--- src/rtl/quad_pkg.sv ---
// Shared definitions for the quadrature generator: FSM states and the
// phase-index to {A,B} output pattern.
package quad_pkg;

  typedef enum logic [1:0] {
    IDLE = 2'd0,
    WAIT = 2'd1,
    STEP = 2'd2
  } state_e;

  // {A,B} per phase index, index 0 in the low bits: 0:00 1:10 2:11 3:01.
  localparam logic [7:0] PHASE_AB = {2'b01, 2'b11, 2'b10, 2'b00};

  function automatic logic [1:0] phaseToAb(input logic [1:0] phase);
    return PHASE_AB[{phase, 1'b0} +: 2];
  endfunction

endpackage

--- src/rtl/quad_encoder_gen_step_timer.sv ---
// Step-period divider: loads a count, decrements while enabled and flags
// expiry on the enabled cycle in which the count has reached zero.
module step_timer #(
  parameter int DIV_W = 16
) (
  input  logic             clk_i,
  input  logic             rst_ni,
  input  logic             load_i,
  input  logic [DIV_W-1:0] loadVal_i,
  input  logic             count_i,
  output logic             expire_o
);

  logic [DIV_W-1:0] count_q, count_d;

  assign expire_o = count_i && (count_q == '0);

  always_comb begin
    count_d = count_q;
    if (load_i) begin
      count_d = loadVal_i;
    end else if (count_i && (count_q != '0)) begin
      count_d = count_q - DIV_W'(1);
    end
  end

  always_ff @(posedge clk_i) begin
    if (!rst_ni) begin
      count_q <= '0;
    end else begin
      count_q <= count_d;
    end
  end

endmodule

--- src/rtl/quad_encoder_gen.sv ---
// Quadrature encoder pattern generator: emits a commanded number of A/B steps
// at a programmable rate and tracks the resulting signed position.
module quad_encoder_gen
  import quad_pkg::*;
#(
  parameter int STEP_W = 16,
  parameter int DIV_W  = 16
) (
  input  logic              sys_clk,
  input  logic              sys_rst_n,
  input  logic              cmd_valid,
  output logic              cmd_ready,
  input  logic [STEP_W-1:0] cmd_steps,
  input  logic [DIV_W-1:0]  cmd_period,
  input  logic              abort,
  output logic              enc_a,
  output logic              enc_b,
  output logic              busy,
  output logic              done,
  output logic [31:0]       position
);

  state_e            state_q, state_d;
  logic [1:0]        phase_q, phase_d;
  logic [1:0]        ab_q;
  logic [31:0]       position_q, position_d;
  logic [STEP_W-1:0] stepsLeft_q, stepsLeft_d;
  logic [DIV_W-1:0]  reload_q, reload_d;
  logic              reverse_q, reverse_d;
  logic              done_q, done_d;

  logic              cmdNonZero, accept, stepFire, lastStep;
  logic              timerLoad, timerCount, timerExpire;
  logic [DIV_W-1:0]  timerLoadVal, cmdReload;
  logic [STEP_W-1:0] cmdMag;

  // Two's-complement negate: the most negative count maps to 2^(STEP_W-1).
  assign cmdNonZero = (cmd_steps != '0);
  assign cmdMag     = cmd_steps[STEP_W-1] ? (~cmd_steps + STEP_W'(1)) : cmd_steps;
  assign cmdReload  = (cmd_period == '0) ? '0 : cmd_period - DIV_W'(1);
  assign lastStep   = (stepsLeft_q == STEP_W'(1));

  step_timer #(.DIV_W(DIV_W)) u_timer (
    .clk_i     (sys_clk),
    .rst_ni    (sys_rst_n),
    .load_i    (timerLoad),
    .loadVal_i (timerLoadVal),
    .count_i   (timerCount),
    .expire_o  (timerExpire)
  );

  always_ff @(posedge sys_clk) begin
    if (!sys_rst_n) begin
      state_q <= IDLE;
    end else begin
      state_q <= state_d;
    end
  end

  // Abort wins over both the divider expiry and a pending step.
  always_comb begin
    state_d = state_q;
    unique case (state_q)
      IDLE: if (accept && cmdNonZero) state_d = WAIT;
      WAIT: begin
        if (abort)            state_d = IDLE;
        else if (timerExpire) state_d = STEP;
      end
      STEP: begin
        if (abort || lastStep) state_d = IDLE;
        else                   state_d = WAIT;
      end
      default: state_d = IDLE;
    endcase
  end

  always_comb begin
    cmd_ready    = (state_q == IDLE) && sys_rst_n;
    busy         = (state_q == WAIT) || (state_q == STEP);
    accept       = cmd_valid && (state_q == IDLE);
    stepFire     = (state_q == STEP) && !abort;
    timerCount   = (state_q == WAIT);
    timerLoad    = (accept && cmdNonZero) || (stepFire && !lastStep);
    timerLoadVal = accept ? cmdReload : reload_q;
  end

  always_comb begin
    phase_d     = phase_q;
    position_d  = position_q;
    stepsLeft_d = stepsLeft_q;
    reload_d    = reload_q;
    reverse_d   = reverse_q;
    done_d      = 1'b0;
    if (accept) begin
      if (cmdNonZero) begin
        stepsLeft_d = cmdMag;
        reload_d    = cmdReload;
        reverse_d   = cmd_steps[STEP_W-1];
      end else begin
        done_d = 1'b1;
      end
    end else if (busy && abort) begin
      done_d = 1'b1;
    end else if (stepFire) begin
      phase_d     = reverse_q ? phase_q - 2'd1 : phase_q + 2'd1;
      position_d  = reverse_q ? position_q - 32'd1 : position_q + 32'd1;
      stepsLeft_d = stepsLeft_q - STEP_W'(1);
      done_d      = lastStep;
    end
  end

  // Phase is kept across commands; only reset returns it to zero.
  always_ff @(posedge sys_clk) begin
    if (!sys_rst_n) begin
      phase_q     <= 2'd0;
      ab_q        <= 2'b00;
      position_q  <= '0;
      stepsLeft_q <= '0;
      reload_q    <= '0;
      reverse_q   <= 1'b0;
      done_q      <= 1'b0;
    end else begin
      phase_q     <= phase_d;
      ab_q        <= phaseToAb(phase_d);
      position_q  <= position_d;
      stepsLeft_q <= stepsLeft_d;
      reload_q    <= reload_d;
      reverse_q   <= reverse_d;
      done_q      <= done_d;
    end
  end

  assign enc_a    = ab_q[1];
  assign enc_b    = ab_q[0];
  assign done     = done_q;
  assign position = position_q;

endmodule

--- config.mk ---
export PLATFORM = sky130hd
export DESIGN_NAME = quad_encoder_gen
export DESIGN_NICKNAME = d
export VERILOG_FILES = /design/src/rtl/quad_pkg.sv /design/src/rtl/quad_encoder_gen_step_timer.sv /design/src/rtl/quad_encoder_gen.sv
export SDC_FILE = /design/constraint.sdc
export NUM_CORES = 1
export LEC_CHECK = 0
export ABC_CLOCK_PERIOD_IN_PS = 3600
export BUFFER_PORTS_ARGS = -buffer_cell sky130_fd_sc_hd__buf_2
export CORE_AREA = 2 2 113 125
export CTS_CLUSTER_SIZE = 8
export DETAILED_ROUTE_END_ITERATION = 12
export DIE_AREA = 0 0 115 127
export GPL_TIMING_DRIVEN = 0
export PLACE_DENSITY = 0.75
export RECOVER_POWER = 50
export SLEW_MARGIN = 30
export SYNTH_ARGS = -nofsm -noshare
export SYNTH_HDL_FRONTEND = slang
export SYNTH_HIERARCHICAL = 1
export SYNTH_SLANG_ARGS = --single-unit
export TNS_END_PERCENT = 10
--- constraint.sdc ---
create_clock -name sys_clk -period 3.6 [get_ports sys_clk]
set_input_delay 0.54 -clock sys_clk [delete_from_list [all_inputs] [get_ports sys_clk]]
set_output_delay 0.54 -clock sys_clk [all_outputs]
set_load 0.02 [all_outputs]
==> key figures, run 1 <==
Status
  • Status: completed

Clock tree
  • Worst-path clk slew: 0.06 ns
  • H-tree depth: 3
  • CTS Buf Count: 9
  • Clock sink count: 87
  • Clk_lat worst skew: 0.35 ns
  • Root Buffer: clkbuf_16
  • Clock Path Buffers: 2
  • CTS tree: built

Detailed routing
  • Post-route ant nets: 0
  • Via density: 5.918
  • DRC: 0
  • DRT Wirelength: 17,600 um
  • Via count: 6,652
  • Initial DRT Pass Iterations: 6
  • Initial DRC count: 558
  • Per-cell routed wire length: 15.66 um

GRT
  • Vias in the first global route: 6,073
  • First-pass GRT wire length: 28,770 um
  • Largest net degree at the start of global routing: 36
  • Initial antenna violation count: 0
  • Remaining Overflow, GRT: 0
  • Overall Global Routing Usage: 24.07%

Timing
  • Period Utilization, post-route: 89.96%
  • Slew at the pin with the worst max-slew slack: 0.8164 ns
  • Pins Over Slew Limit: 0
  • Final Hold Vio Count: 0
  • Final setup violation count: 0
  • Slew HR: 45.58%
  • RSZ-0062 raised after global routing: no
  • Min cycle time layout: 3.238 ns
  • Hold slack: 0.4593 ns
  • Max Freq: 0.3088 GHz
  • Worst Clk Skew: 0.007934 ns

Finish
  • Final #Nets: 1,035
  • Layout cells sized above 1: 9.138%
  • Most frequent cells in the layout: nand2_1, a21oi_1, dfxtp_1, nor2_1, clkbuf_1
  • Most common cell after layout, fill and taps aside: nand2_1
  • Post-Layout Cell Count: 1,124
  • Post-route cell area: 7363 sq um
  • # diodes: 0
  • Area delta synth->final: 12.50%

Floorplan
  • Core area: 13,210 sq um
  • Rows: 44
  • Die height: 127 um
  • Top Ports: 73
  • Initial cell density of the core: 49.54%
  • Die area: 14,610 sq um
  • Die X: 115 um

Critical path
  • Crit. Startpoint: cmd_steps[4]
  • Startpoint Class: input pin
  • WP data required: 3.88 ns
  • WS Path Type: input pin to flop
  • CP Data Arrival Time: 3.51 ns
  • Crit end category: flop
  • RR Startpoint: reverse_q
  • CP max FO: 10

Synth
  • Mapped Nets: 953
  • Unique masters post-synth: 78
  • Async SR Flop Fraction: 0%
  • Synth Area per Inst: 7.471 sq um
  • EDFF count, synth: 0
  • Flops & latches, synth: 87
  • Synthesis Warnings: 6
  • Netlist Area Pre-Place: 6545 sq um
  • Ys flop type: dfxtp_1
  • Post-Synthesis Cells: 876
  • Post-synthesis sequential area ratio: 26.61%

Power and ir drop
  • Pwr dens: 552.0 nW/um^2
  • Lkg Pwr: 2.874 nW
  • Max rail drop VDD: 0.0002855 V

Placed design
  • HPWL after detailed placement: 12,880 um
  • Placed cell area: 7103 sq um
  • Placed Cells: 1,108
  • Gpl congestion: 0.8830
  • Port buffer count: 71

Flow run
  • MaxCap Viol Count: 0

Hold path
  • Min-delay src: stepsLeft_q[15]
  • Worst min path class: flop to flop
==> area by class of cell <==
class	instances	area [sq um]
Inverter	23	86.33
Fill cell	1305	5849
Timing Repair Buffer	71	307.8
Sequential cell	87	1743
Clock buffer	12	266.5
Tap cell	161	201.4
Clock inverter	4	51.30
Multi-Input combinational cell	718	4504
Buffer	48	202.7
==> state kept, by name, indices dropped and copies added, names as in the netlist <==
signal and count:
reload_q 16, ab_q 2, position 32, reverse_q 1, state_q 2, stepsLeft_q 16, phase_q 1, done 1
u_timer/count_q 16
==> per-layer routing <==
layer  track usage [%]  up-vias  wire length, um
li1                  -     3375                -
met1             32.74     3042             8210
met2             39.45      214             8094
met3             2.419       21              946
met4             9.001        0              350
met5                 0        -                0
==> timing repair <==
item / in CTS / in global routing
hold buffers: 0 / 0
gates resized for setup: 0 / 1
buffers inserted: 0 / 0
setup endpoints to repair: 0 / 1
==> worst paths after layout <==
check                         to  slack, ns  depth (start not counted)
max          u_timer/count_q[15]       0.36                         12
min reg2reg      stepsLeft_q[15]       0.46                          2
max reg2reg         position[31]       0.36                          9
min              stepsLeft_q[15]       0.46                          2
==> per-stage QoR <==
stage	TNS [ns]	setup WS, ns	power (mW)	utilization [%]
finish	0	0.3616	4.064	55.73
global placement	-0.1933	-0.07180	3.020	53.75
CTS	0	0.2245	4.051	56.16
floorplan	0	0.6103	2.622	-
global route	0	0.1044	4.342	55.73
detailed placement	-0.1880	-0.1456	3.035	53.76
==> kinds of logic (layout without fill, tap and decap cells) <==
group           after synthesis  after routing  synth area share (%)
xor+xnor                     53             53                 7.092
buf+inv                      71            158                 4.569
simple gates                348            348                 26.46
compound gates              274            274                 27.01
flops                        87             87                 26.61
mux                           2              2                0.3059
fa+ha+maj                    41             41                 7.953
==> worst max-delay path, cell delays in order <==
cell      delay [ns]
buf_2           0.12
nor4_2          0.40
nand3_1         0.23
nor4_2          0.37
nand2b_1        0.16
buf_4           0.15
buf_2           0.24
o21ai_1         0.25
inv_1           0.18
and4_1          0.25
or4b_1          0.45
a31oi_1         0.17
==> synthesized netlist by cell type (4+ instances only) <==
| library cell | number | area share [%] |
|---|---|---|
| a22oi_1 | 6 | 0.69 |
| o211ai_1 | 11 | 1.3 |
| nand2_1 | 115 | 6.6 |
| o2111ai_1 | 4 | 0.54 |
| xnor2_1 | 39 | 5.2 |
| or3_1 | 7 | 0.67 |
| nand2b_1 | 7 | 0.67 |
| nand3b_1 | 4 | 0.46 |
| a21o_1 | 21 | 2.4 |
| o32ai_1 | 4 | 0.54 |
| nand3_1 | 29 | 2.2 |
| nor3_1 | 33 | 2.5 |
| or4_1 | 8 | 0.92 |
| a31oi_1 | 14 | 1.3 |
| inv_1 | 22 | 1.3 |
| o21bai_1 | 4 | 0.46 |
| nand4_1 | 12 | 1.1 |
| clkbuf_1 | 30 | 1.7 |
| ha_1 | 40 | 7.6 |
| xor2_1 | 14 | 1.9 |
| buf_2 | 13 | 0.99 |
| nor4_1 | 13 | 1.2 |
| a211oi_1 | 9 | 1.0 |
| o31ai_1 | 21 | 2.4 |
| nor2_1 | 82 | 4.7 |
| nor2b_1 | 6 | 0.57 |
| a21oi_1 | 95 | 7.3 |
| dfxtp_1 | 87 | 27 |
| o21ai_0 | 50 | 3.8 |
==> power breakdown <==
part | switching (mW) | internal [mW] | total, mW
Combinational | 1.11 | 0.634 | 1.75
Clock | 0.411 | 0.596 | 1.01
Sequential | 0.187 | 1.12 | 1.31
No activity file was read; power rests on OpenSTA's default activity.
==> run 2: changes to the inputs <==
--- a/config.mk
+++ b/config.mk
@@ -5,7 +5,7 @@
 export SDC_FILE = /design/constraint.sdc
 export NUM_CORES = 1
 export LEC_CHECK = 0
-export ABC_CLOCK_PERIOD_IN_PS = 3600
+export ABC_CLOCK_PERIOD_IN_PS = 3890
 export BUFFER_PORTS_ARGS = -buffer_cell sky130_fd_sc_hd__buf_2
 export CORE_AREA = 2 2 113 125
 export CTS_CLUSTER_SIZE = 8
==> constraint.sdc (replaced) <==
create_clock -name sys_clk -period 3.89 [get_ports sys_clk]
set_input_delay 0.5835 -clock sys_clk [delete_from_list [all_inputs] [get_ports sys_clk]]
set_output_delay 0.5835 -clock sys_clk [all_outputs]
set_load 0.02 [all_outputs]
==> run 2 against run 1 <==
Against the previous run:
- non-clock buffer count unchanged
- flip-flop and latch count stayed put
- die area unchanged
- sequential share of layout area hardly changed
==> key figures, run 2 (synthesis gave the netlist of run 1 again) <==
Status
  • Status: completed

Timing
  • Slew HR: 40.42% (-5.2 points)
  • Min cycle time layout: 3.442 ns
  • Setup TNS after final layout: 0 ns (unchanged)
  • Pins Over Slew Limit: 0 (unchanged)
  • Slew at the pin with the worst max-slew slack: 0.8843 ns (+0.06794 ns)
  • Hold slack: 0.4592 ns (-0.0001150 ns)
  • RSZ-0062 raised after global routing: no
  • Final Hold Vio Count: 0 (unchanged)
  • Worst Clk Skew: 0.007751 ns (-0.0001823 ns)
  • Final worst slack: 0.4476 ns (+0.08597 ns)
  • Max Freq: 0.2905 GHz
  • Period Utilization, post-route: 88.49%
  • Final setup violation count: 0 (unchanged)

Power and ir drop
  • Pwr dens: 510.2 nW/um^2 (-7.6%)
  • Max rail drop VDD: 0.0002638 V (-7.6%)
  • Lkg Pwr: 2.873 nW (about the same)

Clock tree
  • CTS Buf Count: 9 (unchanged)
  • Clock Path Buffers: 2 (unchanged)
  • Worst-path clk slew: 0.06 ns (about the same)
  • Post-CTS Resized: 0 (unchanged)
  • H-tree depth: 3 (unchanged)
  • Clock sink count: 87 (unchanged)
  • Clk_lat worst skew: 0.35 ns (about the same)
  • Root Buffer: clkbuf_16
  • Setup Buffers After CTS: 0 (unchanged)
  • CTS tree: built
  • # hold bufs at CTS: 0 (unchanged)

Finish
  • Filler cell count: 1,305 (unchanged)
  • Most frequent cells in the layout: nand2_1, a21oi_1, dfxtp_1, nor2_1, clkbuf_1
  • Utilization after layout: 55.71% (about the same)
  • Area delta synth->final: 12.46% (about the same)
  • Most common cell after layout, fill and taps aside: nand2_1
  • # diodes: 0 (unchanged)
  • Post-Layout Cell Count: 1,124 (unchanged)
  • Final #Nets: 1,035 (unchanged)
  • Max reg flops: 32 (unchanged)
  • Layout cells sized above 1: 9.034% (-0.10 points)

Placed design
  • HPWL after detailed placement: 12,880 um (unchanged)
  • Port buffer count: 71 (unchanged)
  • Pre-CTS setup slack: 0.1009 ns (+0.2465 ns)
  • Placed Cells: 1,108 (unchanged)
  • Gpl congestion: 0.8830 (unchanged)

Critical path
  • Critical path's slowest cell: or4b_1
  • WS Path Type: input pin to flop
  • Worst path max stage delay: 0.45 ns (about the same)
  • Startpoint Class: input pin
  • Crit-path cells: buf_2 -> nor4_2 -> nand3_1 -> nor4_2 -> nand2b_1 -> buf_4 -> buf_2 -> o21ai_0 -> inv_1 -> and4_1 -> or4b_1 -> a31oi_1
  • Crit end category: flop
  • CP Data Arrival Time: 3.72 ns (+0.21 ns)
  • CP max FO: 10 (unchanged)
  • WP data required: 4.17 ns (+0.29 ns)

Detailed routing
  • DRT Wirelength: 17,550 um (-0.30%)
  • Initial DRT Pass Iterations: 5 (-1)
  • Post-route ant nets: 0 (unchanged)
  • Via density: 5.918 (unchanged)
  • DRC: 0 (unchanged)
  • Via count: 6,652 (unchanged)
  • Initial DRC count: 558 (unchanged)
  • Per-cell routed wire length: 15.61 um (-0.30%)

GRT
  • Met3 Use GR: 2.419% (unchanged)
  • Met1 usage: 32.74% (unchanged)
  • Layer with the highest usage: met2
  • Remaining Overflow, GRT: 0 (unchanged)
  • Overall Global Routing Usage: 24.07% (unchanged)
  • Initial antenna violation count: 0 (unchanged)
  • Met2 Use GR: 39.45% (unchanged)
  • Largest net degree at the start of global routing: 36 (unchanged)
  • Vias in the first global route: 6,073 (unchanged)
  • First-pass GRT wire length: 28,770 um (unchanged)

Floorplan
  • Core area: 13,210 sq um (unchanged)
  • Rows: 44 (unchanged)
  • Die X: 115 um (unchanged)
  • Initial cell density of the core: 49.54% (unchanged)
  • Die height: 127 um (unchanged)
  • Die area: 14,610 sq um (unchanged)
  • Top Ports: 73 (unchanged)

Hold path
  • Worst min path class: flop to flop

Flow run
  • MaxCap Viol Count: 0 (unchanged)
-- run 2: final cells by class --
type	instances	area, sq um	area share [%]
timing repair buffer	71	307.8	4.182
sequential	87	1743	23.68
multi-input combinational	718	4502	61.16
buffer	48	202.7	2.754
tap	161	201.4	2.737
clock inverter	4	51.30	0.6969
clock buffer	12	266.5	3.621
inverter	23	86.33	1.173
-- run 2: power breakdown --
part | switching [mW] | leakage [nW] | internal, mW
clock network | 0.380 | 0.155 | 0.552
registers | 0.173 | 0.710 | 1.04
logic | 1.03 | 2.01 | 0.585
-- run 2: path summary, 6_finish.rpt --
path                    endpoint             from  slack (ns)  cells past startpoint
max          u_timer/count_q[15]     cmd_steps[4]        0.45                     12
min              stepsLeft_q[15]  stepsLeft_q[15]        0.46                      2
max reg2reg         position[31]        reverse_q        0.67                      9
min reg2reg      stepsLeft_q[15]  stepsLeft_q[15]        0.46                      2
-- run 2: critical path, delay by kind of cell --
family          cells  cell delay [ns]
simple gates        6             1.85
compound gates      2             0.53
buf+inv             4             0.74
-- run 2: stage by stage --
step / area [sq um] / power, mW
finish: 7361 / 3.756
global route: 7361 / 4.017
CTS: 7421 / 3.749
detailed placement: 7103 / 2.809
global placement: 7102 / 2.795
floorplan: 6545 / 2.426
-- run 2: metal layers --
layer / wire length (um) / vias to the layer above
met1: 8169 / 3054
met3: 956 / 19
met5: 0 / -
li1: - / 3369
met2: 8081 / 210
met4: 342 / 0
